<file path="src/rtl/hazard_ctrl_if.sv">
// Hazard controller bus: decode/execute operand info, memory and branch
// status from the datapath, and the pipeline register enables and
// performance counters returned by the controller.
//
// Request/response semantics: dmem_req is held high by the MEM stage for
// as long as a data access is outstanding, and dmem_resp pulses high in the
// cycle the access completes. A cycle with dmem_req=1 and dmem_resp=0 is a
// stall cycle. imem_resp=1 means the fetch presented this cycle is valid.
// Nothing is registered on the bus, so every signal is sampled on the
// rising clk edge in the cycle it is driven.
interface hazard_ctrl_if #(
  parameter int CNT_W = 16
);
  // Decode/execute operand info.
  logic [2:0]       if_id_sr1;
  logic [2:0]       if_id_sr2;
  logic             if_id_use_sr1;
  logic             if_id_use_sr2;
  logic [2:0]       id_ex_dr;
  logic             id_ex_in_ld;

  // Memory and control-transfer status.
  logic             imem_resp;
  logic             dmem_req;
  logic             dmem_resp;
  logic             br_taken;

  // Pipeline control.
  logic             load_pc;
  logic             pc_sel_target;
  logic             load_if_id;
  logic             load_id_ex;
  logic             load_ex_mem;
  logic             load_mem_wb;
  logic             bubble_id_ex;
  logic             flush;

  // Performance counters.
  logic [CNT_W-1:0] lu_stall_cnt;
  logic [CNT_W-1:0] mem_stall_cnt;

  // Datapath side.
  modport master (
    output if_id_sr1, if_id_sr2, if_id_use_sr1, if_id_use_sr2,
    output id_ex_dr, id_ex_in_ld, imem_resp, dmem_req, dmem_resp, br_taken,
    input  load_pc, pc_sel_target, load_if_id, load_id_ex, load_ex_mem,
    input  load_mem_wb, bubble_id_ex, flush, lu_stall_cnt, mem_stall_cnt
  );

  // Controller side.
  modport slave (
    input  if_id_sr1, if_id_sr2, if_id_use_sr1, if_id_use_sr2,
    input  id_ex_dr, id_ex_in_ld, imem_resp, dmem_req, dmem_resp, br_taken,
    output load_pc, pc_sel_target, load_if_id, load_id_ex, load_ex_mem,
    output load_mem_wb, bubble_id_ex, flush, lu_stall_cnt, mem_stall_cnt
  );
endinterface

</file>
<file path="src/rtl/hazard_ctrl.sv">
// Pipeline hazard controller: data-memory freeze, branch redirect
// (flush, drain an in-flight fetch, redirect the PC), load-use bubbles and
// fetch-stall bubbles.
//
// Optional feature macro: HAZARD_CTRL_PERF_EN builds the saturating
// load-use and memory-stall counters. When it is undefined, no counter
// flops exist and both counter outputs are tied to zero.
//
// The FSM state is exposed on state_dbg with this encoding:
// RUN=0, DWAIT=1, DRAIN=2, REDIR=3.
module hazard_ctrl #(
  parameter int CNT_W = 16
) (
  input  logic           clk,
  input  logic           reset,
  hazard_ctrl_if.slave   bus,
  output logic [1:0]     state_dbg
);

  typedef enum logic [1:0] {
    RUN   = 2'd0,
    DWAIT = 2'd1,
    DRAIN = 2'd2,
    REDIR = 2'd3
  } state_t;

  state_t state;
  state_t state_next;

  logic freeze_req;
  logic load_use;

  // A data access is outstanding and not completing this cycle.
  assign freeze_req = bus.dmem_req && !bus.dmem_resp;

  // The decode-stage instruction reads the register a load in execute writes.
  assign load_use = bus.id_ex_in_ld &&
                    ((bus.if_id_use_sr1 && (bus.if_id_sr1 == bus.id_ex_dr)) ||
                     (bus.if_id_use_sr2 && (bus.if_id_sr2 == bus.id_ex_dr)));

  assign state_dbg = state;

  // State register; reset forces RUN at once, independent of clk.
  always_ff @(posedge clk or posedge reset) begin
    if (reset) begin
      state <= RUN;
    end else begin
      state <= state_next;
    end
  end

  // Next state and pipeline controls; all controls are low during reset.
  always_comb begin
    state_next        = state;
    bus.load_pc       = 1'b0;
    bus.pc_sel_target = 1'b0;
    bus.load_if_id    = 1'b0;
    bus.load_id_ex    = 1'b0;
    bus.load_ex_mem   = 1'b0;
    bus.load_mem_wb   = 1'b0;
    bus.bubble_id_ex  = 1'b0;
    bus.flush         = 1'b0;

    if (!reset) begin
      unique case (state)
        RUN: begin
          if (freeze_req) begin
            // Whole pipeline holds; every enable stays low.
            state_next = DWAIT;
          end else if (bus.br_taken) begin
            // Front stages load NOPs and the datapath captures the target.
            // The PC waits for the in-flight fetch before redirecting.
            bus.flush       = 1'b1;
            bus.load_id_ex  = 1'b1;
            bus.load_ex_mem = 1'b1;
            bus.load_mem_wb = 1'b1;
            state_next      = bus.imem_resp ? REDIR : DRAIN;
          end else if (load_use || !bus.imem_resp) begin
            // Hold PC and IF/ID, inject a bubble into ID/EX.
            bus.load_id_ex   = 1'b1;
            bus.load_ex_mem  = 1'b1;
            bus.load_mem_wb  = 1'b1;
            bus.bubble_id_ex = 1'b1;
          end else begin
            bus.load_pc     = 1'b1;
            bus.load_if_id  = 1'b1;
            bus.load_id_ex  = 1'b1;
            bus.load_ex_mem = 1'b1;
            bus.load_mem_wb = 1'b1;
          end
        end

        DWAIT: begin
          if (!freeze_req) begin
            // Access completes: the whole pipeline advances once.
            // A held branch is taken up in the following RUN cycle.
            bus.load_pc     = 1'b1;
            bus.load_if_id  = 1'b1;
            bus.load_id_ex  = 1'b1;
            bus.load_ex_mem = 1'b1;
            bus.load_mem_wb = 1'b1;
            state_next      = RUN;
          end
        end

        DRAIN: begin
          // Wait out the stale fetch; its word is discarded via load_if_id=0.
          bus.load_id_ex   = 1'b1;
          bus.load_ex_mem  = 1'b1;
          bus.load_mem_wb  = 1'b1;
          bus.bubble_id_ex = 1'b1;
          if (bus.imem_resp) begin
            state_next = REDIR;
          end
        end

        REDIR: begin
          // Single cycle that loads the held branch target into the PC.
          bus.load_pc       = 1'b1;
          bus.pc_sel_target = 1'b1;
          bus.load_id_ex    = 1'b1;
          bus.load_ex_mem   = 1'b1;
          bus.load_mem_wb   = 1'b1;
          bus.bubble_id_ex  = 1'b1;
          state_next        = RUN;
        end

        default: begin
          state_next = RUN;
        end
      endcase
    end
  end

`ifdef HAZARD_CTRL_PERF_EN
  logic [CNT_W-1:0] lu_cnt;
  logic [CNT_W-1:0] mem_cnt;
  logic             lu_inc;
  logic             mem_inc;

  // Only cycles where the hazard actually wins priority are counted.
  assign lu_inc  = (state == RUN) && !freeze_req && !bus.br_taken && load_use;
  assign mem_inc = ((state == RUN) || (state == DWAIT)) && freeze_req;

  // Saturating event counters, cleared asynchronously by reset.
  always_ff @(posedge clk or posedge reset) begin
    if (reset) begin
      lu_cnt  <= '0;
      mem_cnt <= '0;
    end else begin
      if (lu_inc && (lu_cnt != {CNT_W{1'b1}})) begin
        lu_cnt <= lu_cnt + {{(CNT_W-1){1'b0}}, 1'b1};
      end
      if (mem_inc && (mem_cnt != {CNT_W{1'b1}})) begin
        mem_cnt <= mem_cnt + {{(CNT_W-1){1'b0}}, 1'b1};
      end
    end
  end

  assign bus.lu_stall_cnt  = lu_cnt;
  assign bus.mem_stall_cnt = mem_cnt;
`else
  logic [CNT_W-1:0] zero_cnt;

  assign zero_cnt          = '0;
  assign bus.lu_stall_cnt  = zero_cnt;
  assign bus.mem_stall_cnt = zero_cnt;
`endif

endmodule

</file>
<file path="src/flat_wrapper.sv">
// flat-port wrapper written by rule: the top's interface ports become plain ports
module hazard_ctrl_flat 
#(
  parameter int CNT_W = 16
)
  (clk, reset, state_dbg, bus_if_id_sr1, bus_if_id_sr2, bus_if_id_use_sr1, bus_if_id_use_sr2, bus_id_ex_dr, bus_id_ex_in_ld, bus_imem_resp, bus_dmem_req, bus_dmem_resp, bus_br_taken, bus_load_pc, bus_pc_sel_target, bus_load_if_id, bus_load_id_ex, bus_load_ex_mem, bus_load_mem_wb, bus_bubble_id_ex, bus_flush, bus_lu_stall_cnt, bus_mem_stall_cnt);
  hazard_ctrl_if #(.CNT_W(CNT_W)) bus_i ();
  input  logic clk;
  input  logic reset;
  output logic [1:0] state_dbg;
  input wire logic [$bits(bus_i.if_id_sr1)-1:0] bus_if_id_sr1;
  input wire logic [$bits(bus_i.if_id_sr2)-1:0] bus_if_id_sr2;
  input wire logic [$bits(bus_i.if_id_use_sr1)-1:0] bus_if_id_use_sr1;
  input wire logic [$bits(bus_i.if_id_use_sr2)-1:0] bus_if_id_use_sr2;
  input wire logic [$bits(bus_i.id_ex_dr)-1:0] bus_id_ex_dr;
  input wire logic [$bits(bus_i.id_ex_in_ld)-1:0] bus_id_ex_in_ld;
  input wire logic [$bits(bus_i.imem_resp)-1:0] bus_imem_resp;
  input wire logic [$bits(bus_i.dmem_req)-1:0] bus_dmem_req;
  input wire logic [$bits(bus_i.dmem_resp)-1:0] bus_dmem_resp;
  input wire logic [$bits(bus_i.br_taken)-1:0] bus_br_taken;
  output wire logic [$bits(bus_i.load_pc)-1:0] bus_load_pc;
  output wire logic [$bits(bus_i.pc_sel_target)-1:0] bus_pc_sel_target;
  output wire logic [$bits(bus_i.load_if_id)-1:0] bus_load_if_id;
  output wire logic [$bits(bus_i.load_id_ex)-1:0] bus_load_id_ex;
  output wire logic [$bits(bus_i.load_ex_mem)-1:0] bus_load_ex_mem;
  output wire logic [$bits(bus_i.load_mem_wb)-1:0] bus_load_mem_wb;
  output wire logic [$bits(bus_i.bubble_id_ex)-1:0] bus_bubble_id_ex;
  output wire logic [$bits(bus_i.flush)-1:0] bus_flush;
  output wire logic [$bits(bus_i.lu_stall_cnt)-1:0] bus_lu_stall_cnt;
  output wire logic [$bits(bus_i.mem_stall_cnt)-1:0] bus_mem_stall_cnt;
  assign bus_i.if_id_sr1 = bus_if_id_sr1;
  assign bus_i.if_id_sr2 = bus_if_id_sr2;
  assign bus_i.if_id_use_sr1 = bus_if_id_use_sr1;
  assign bus_i.if_id_use_sr2 = bus_if_id_use_sr2;
  assign bus_i.id_ex_dr = bus_id_ex_dr;
  assign bus_i.id_ex_in_ld = bus_id_ex_in_ld;
  assign bus_i.imem_resp = bus_imem_resp;
  assign bus_i.dmem_req = bus_dmem_req;
  assign bus_i.dmem_resp = bus_dmem_resp;
  assign bus_i.br_taken = bus_br_taken;
  assign bus_load_pc = bus_i.load_pc;
  assign bus_pc_sel_target = bus_i.pc_sel_target;
  assign bus_load_if_id = bus_i.load_if_id;
  assign bus_load_id_ex = bus_i.load_id_ex;
  assign bus_load_ex_mem = bus_i.load_ex_mem;
  assign bus_load_mem_wb = bus_i.load_mem_wb;
  assign bus_bubble_id_ex = bus_i.bubble_id_ex;
  assign bus_flush = bus_i.flush;
  assign bus_lu_stall_cnt = bus_i.lu_stall_cnt;
  assign bus_mem_stall_cnt = bus_i.mem_stall_cnt;
  hazard_ctrl #(.CNT_W(CNT_W)) u_core (.clk(clk), .reset(reset), .bus(bus_i), .state_dbg(state_dbg));
endmodule
</file>
<file path="config.mk">
export PLATFORM = sky130hd
export DESIGN_NAME = hazard_ctrl_flat
export DESIGN_NICKNAME = d
export VERILOG_FILES = /design/src/rtl/hazard_ctrl_if.sv /design/src/rtl/hazard_ctrl.sv /design/src/flat_wrapper.sv
export SDC_FILE = /design/constraint.sdc
export NUM_CORES = 1
export LEC_CHECK = 0
export BUFFER_PORTS_ARGS = -buffer_cell sky130_fd_sc_hd__buf_2
export CORE_UTILIZATION = 30
export CTS_CLUSTER_DIAMETER = 100
export DETAILED_ROUTE_END_ITERATION = 16
export PLACE_DENSITY = 0.77
export SLEW_MARGIN = 5
export SYNTH_ARGS = -nofsm -noshare
export SYNTH_HDL_FRONTEND = slang
export SYNTH_SLANG_ARGS = --single-unit
</file>
<file path="constraint.sdc">
create_clock -name clk -period 1.05 [get_ports clk]
set_input_delay 0.0525 -clock clk [delete_from_list [all_inputs] [get_ports clk]]
set_output_delay 0.0525 -clock clk [all_outputs]
set_load 0.01 [all_outputs]
</file>
==> results.md <==
Timing:
- The number of endpoints with negative hold slack in the final report is 0.
- The setup slack of the critical path after layout is -546 ps.
- The shortest period the worst path allows is 1600 ps.
- Across the routed clock network, the largest skew measured is 0.459 ps.
- Static timing analysis puts the maximum clock frequency at 0.626 GHz.
- Setup repair after global routing could not meet its margin everywhere.
- The fraction of the cycle the final worst path needs is 152%.
- The final number of max-transition violations is 0.
- The number of failing setup endpoints in the final timing report is 10.
- The final total negative setup slack is -2020 ps.

Route:
- The DRC violations left is 1.
- Once detail routing completed, the nets flagged for antenna violations numbered 0.
- The violation count after the first detailed-route iteration is 10.
- The total wire length is 1150 µm.
- The first TritonRoute pass finished after 16 iterations.
- Using the TritonRoute via totals, the vias-per-cell ratio works out to 4.01.
- The routed layout has 501 vias.
- The wire length per cell after detailed routing is approximately 9.2 µm.

Power and ir drop:
- The share of total power dissipated in sequential elements is 16.3%.
- Cell internal power was estimated by the tool at 420 µW.
- The static power due to leakage is 0.415 nW.
- Summed over all nets, the switching power comes to 253 µW.
- The share of total power dissipated in the clock network is about a quarter.
- The ratio of total power to cell area is ~890 nW/µm².
- Power comes to 672 µW.
- The fraction of power consumed by combinational cells is slightly below 60%.
- The maximum ir drop on the vdd rail is roughly 0.63 mV.
- In this run switching power makes up between 30 and 40% of total power.

Place:
- The detailed placement HPWL is 918 µm.
- The routability-driven placement congestion ratio is 0.794.
- The worst setup timing slack at the placement stage is -309 ps.
- The count of port buffers added during placement is 27.

Synth:
- In the post-synthesis netlist, the biggest area contributors are buf_4, xnor2_1, dfrtp_1, nand4_1, a21oi_1.
- The number of distinct library cells after synthesis is 23.
- The Yosys step of the flow raised 0 warnings.
- For this run, the leading register cell type out of synthesis is dfrtp_1.
- The average instance in the mapped netlist occupies ~7.4 µm².
- After synthesis, flip-flops and latches occupy a little under a tenth of the total area.
- Of all cell types, the one taking the most synthesized area is buf_4.
- The post-synthesis register bit count is 2.
- After technology mapping, the gate count stands at 72.
- Counting flops with an async set or reset pin after synthesis yields a share of 100%.
- After synthesis, the most frequently instantiated cells are buf_4, xnor2_1.
- The most instantiated library cell after synthesis is buf_4.
- Counting flops with a built-in enable in the synthesized netlist gives 0.
- The netlist area before placement is 534 µm².
- The area share of the largest cell type after synthesis is 47.8%.

Final layout:
- Cells with a size suffix above 1 make up a little under half of the layout.
- The final core utilization is 47.9%.
- The filler cells instantiated in the layout total 164.
- The net count reported at finish is 129.
- The post-synthesis to final-layout area growth is 41.5%.
- The antenna diode instance count is 0.
- The register with the most flip-flops in the layout has 2 of them.

CTS:
- No sink is reached through more buffers than the 2 on the longest clock path.
- The number of buffers inserted during clock tree synthesis is 3.
- The library cell used as clock root buffer is clkbuf_4.
- The TritonCTS clock tree is built.
- The number of H-tree levels is 1.
- The later pin in the worst-skew pair is clocked with a latency of between 200 and 250 ps.
- Clock-pin slew was measured on the worst setup and hold paths at 30 ps.
- Clock tree synthesis found a total of 2 sinks.

GRT:
- The number of antenna violations at the first check in global routing was 0.
- The first global-routing pass estimated 1790 µm of wire.
- Global routing finished with a remaining overflow of 0.
- For this run, the total global-route usage over all layers was measured as 12.1%.
- The maximum number of pins on one net before global-route repair is 9.
- The via count of the first global-routing pass was 438.

Die:
- In this run the core area contains 14 standard-cell rows.
- The starting utilization of the core area is 33.9%.
- During I/O placement, the number of pins put on the boundary was 60.
- The core area is 1580 µm².
- The vertical die dimension is 44.2 µm.
- The die outline area is just under 2000 µm².
- The die is 44.2 µm wide.

Job:
- The tool flagged a number of max-cap violations equal to 0.

Outcome:
- The run finished, with violations left.
- The final reports fail on DRC, setup timing.

Critical path:
- The startpoint class of the critical path is a flip-flop.
- The capturing element type of the critical path is an output port.
- Data on the critical path is required at its endpoint by 1000 ps.
- At the worst endpoint, the arrival time is 1540 ps.
- Of all nets on the critical path, the largest fanout is 2.
- The worst setup path category is reg -> out.

Worst hold path:
- The path class of the tightest hold or removal check is in -> reg.
==> critical path: stages (launching register included) <==
cell and delay [ps]:
dfrtp_2 390, or3_4 370, a2111o_1 300, o311ai_2 80, buf_2 170
==> area by class of cell <==
class / instances / area [µm²] / share of cell area (%)
Timing Repair Buffer: 38 / 269 / 35.6
Multi-Input combinational cell: 63 / 380 / 50.3
Clock buffer: 3 / 22.5 / 2.98
Inverter: 3 / 11.3 / 1.49
Sequential cell: 2 / 52.6 / 6.95
Tap cell: 16 / 20.0 / 2.65
==> logic make-up after synthesis <==
kind of cell | share of synthesized area [%]
buffers and inverters | 50.6
AND/OR/NAND/NOR | 19.0
AO/OA/AOI/OAI | 10.5
XOR/XNOR | 9.84
flip-flops | 9.37
other | 0.702
==> worst paths after layout <==
path	start	endpoint	slack [ps]	cells after the start
min reg2reg	u_core.state_dbg[0]	u_core.state_dbg[1]	590	2
max	u_core.state_dbg[0]	bus_bubble_id_ex	-550	4
max in group asynchronous	reset	u_core.state_dbg[1]	500	3
min	reset	u_core.state_dbg[0]	180	2
max reg2reg	u_core.state_dbg[1]	u_core.state_dbg[0]	-150	4
min in group asynchronous	reset	u_core.state_dbg[0]	400	3
==> layout by cell type, fill, tap and decap left out, types with 2 or more instances in the layout <==
master and instances:
inv_1 3, buf_4 7, clkbuf_4 3, a21oi_1 3, nand2_1 3, xnor2_1 6, conb_1 32, nand4_1 3
and3_4 2, buf_2 21, dfrtp_2 2, buf_6 9
==> through the flow <==
stage / instance area [µm²] / cells / hold slack (ps)
finish: 756 / 125 / 185
global route: 756 / 125 / 209
CTS: 737 / 125 / 164
detailed placement: 619 / 119 / 11.8
global placement: 619 / 119 / 3.71
floorplan: 663 / 103 / 9.20
==> power by group through the flow <==
stage | combinational [mW] | sequential (mW) | clock, mW
detailed placement | 0.310 | 0.106 | 0
CTS | 0.387 | 0.104 | 0.172
global placement | 0.306 | 0.104 | 0
floorplan | 0.257 | 0.118 | 0
global route | 0.435 | 0.110 | 0.174
finish | 0.400 | 0.109 | 0.163
==> routing by layer <==
| layer | vias to the layer above | part of all wire [%] | global-route usage (%) | routed length [µm] |
|---|---|---|---|---|
| met5 | - | 0 | 0 | 0 |
| met1 | 221 | 35 | 12.8 | 406 |
| met3 | 0 | 8.5 | 0.816 | 97 |
| li1 | 246 | - | - | - |
| met2 | 34 | 56 | 23.8 | 642 |
| met4 | 0 | 0 | 5.45 | 0 |
==> timing repair <==
item | CTS | global route
cloned | 0 | 0
resized for setup | 13 | 4
setup endpoints to repair | 9 | 10
hold buffers | 1 | 0
setup buffers | 2 | 2
hold endpoints to repair | 2 | 0
pin swaps | 7 | 5
(Power assumes the default switching activity.)
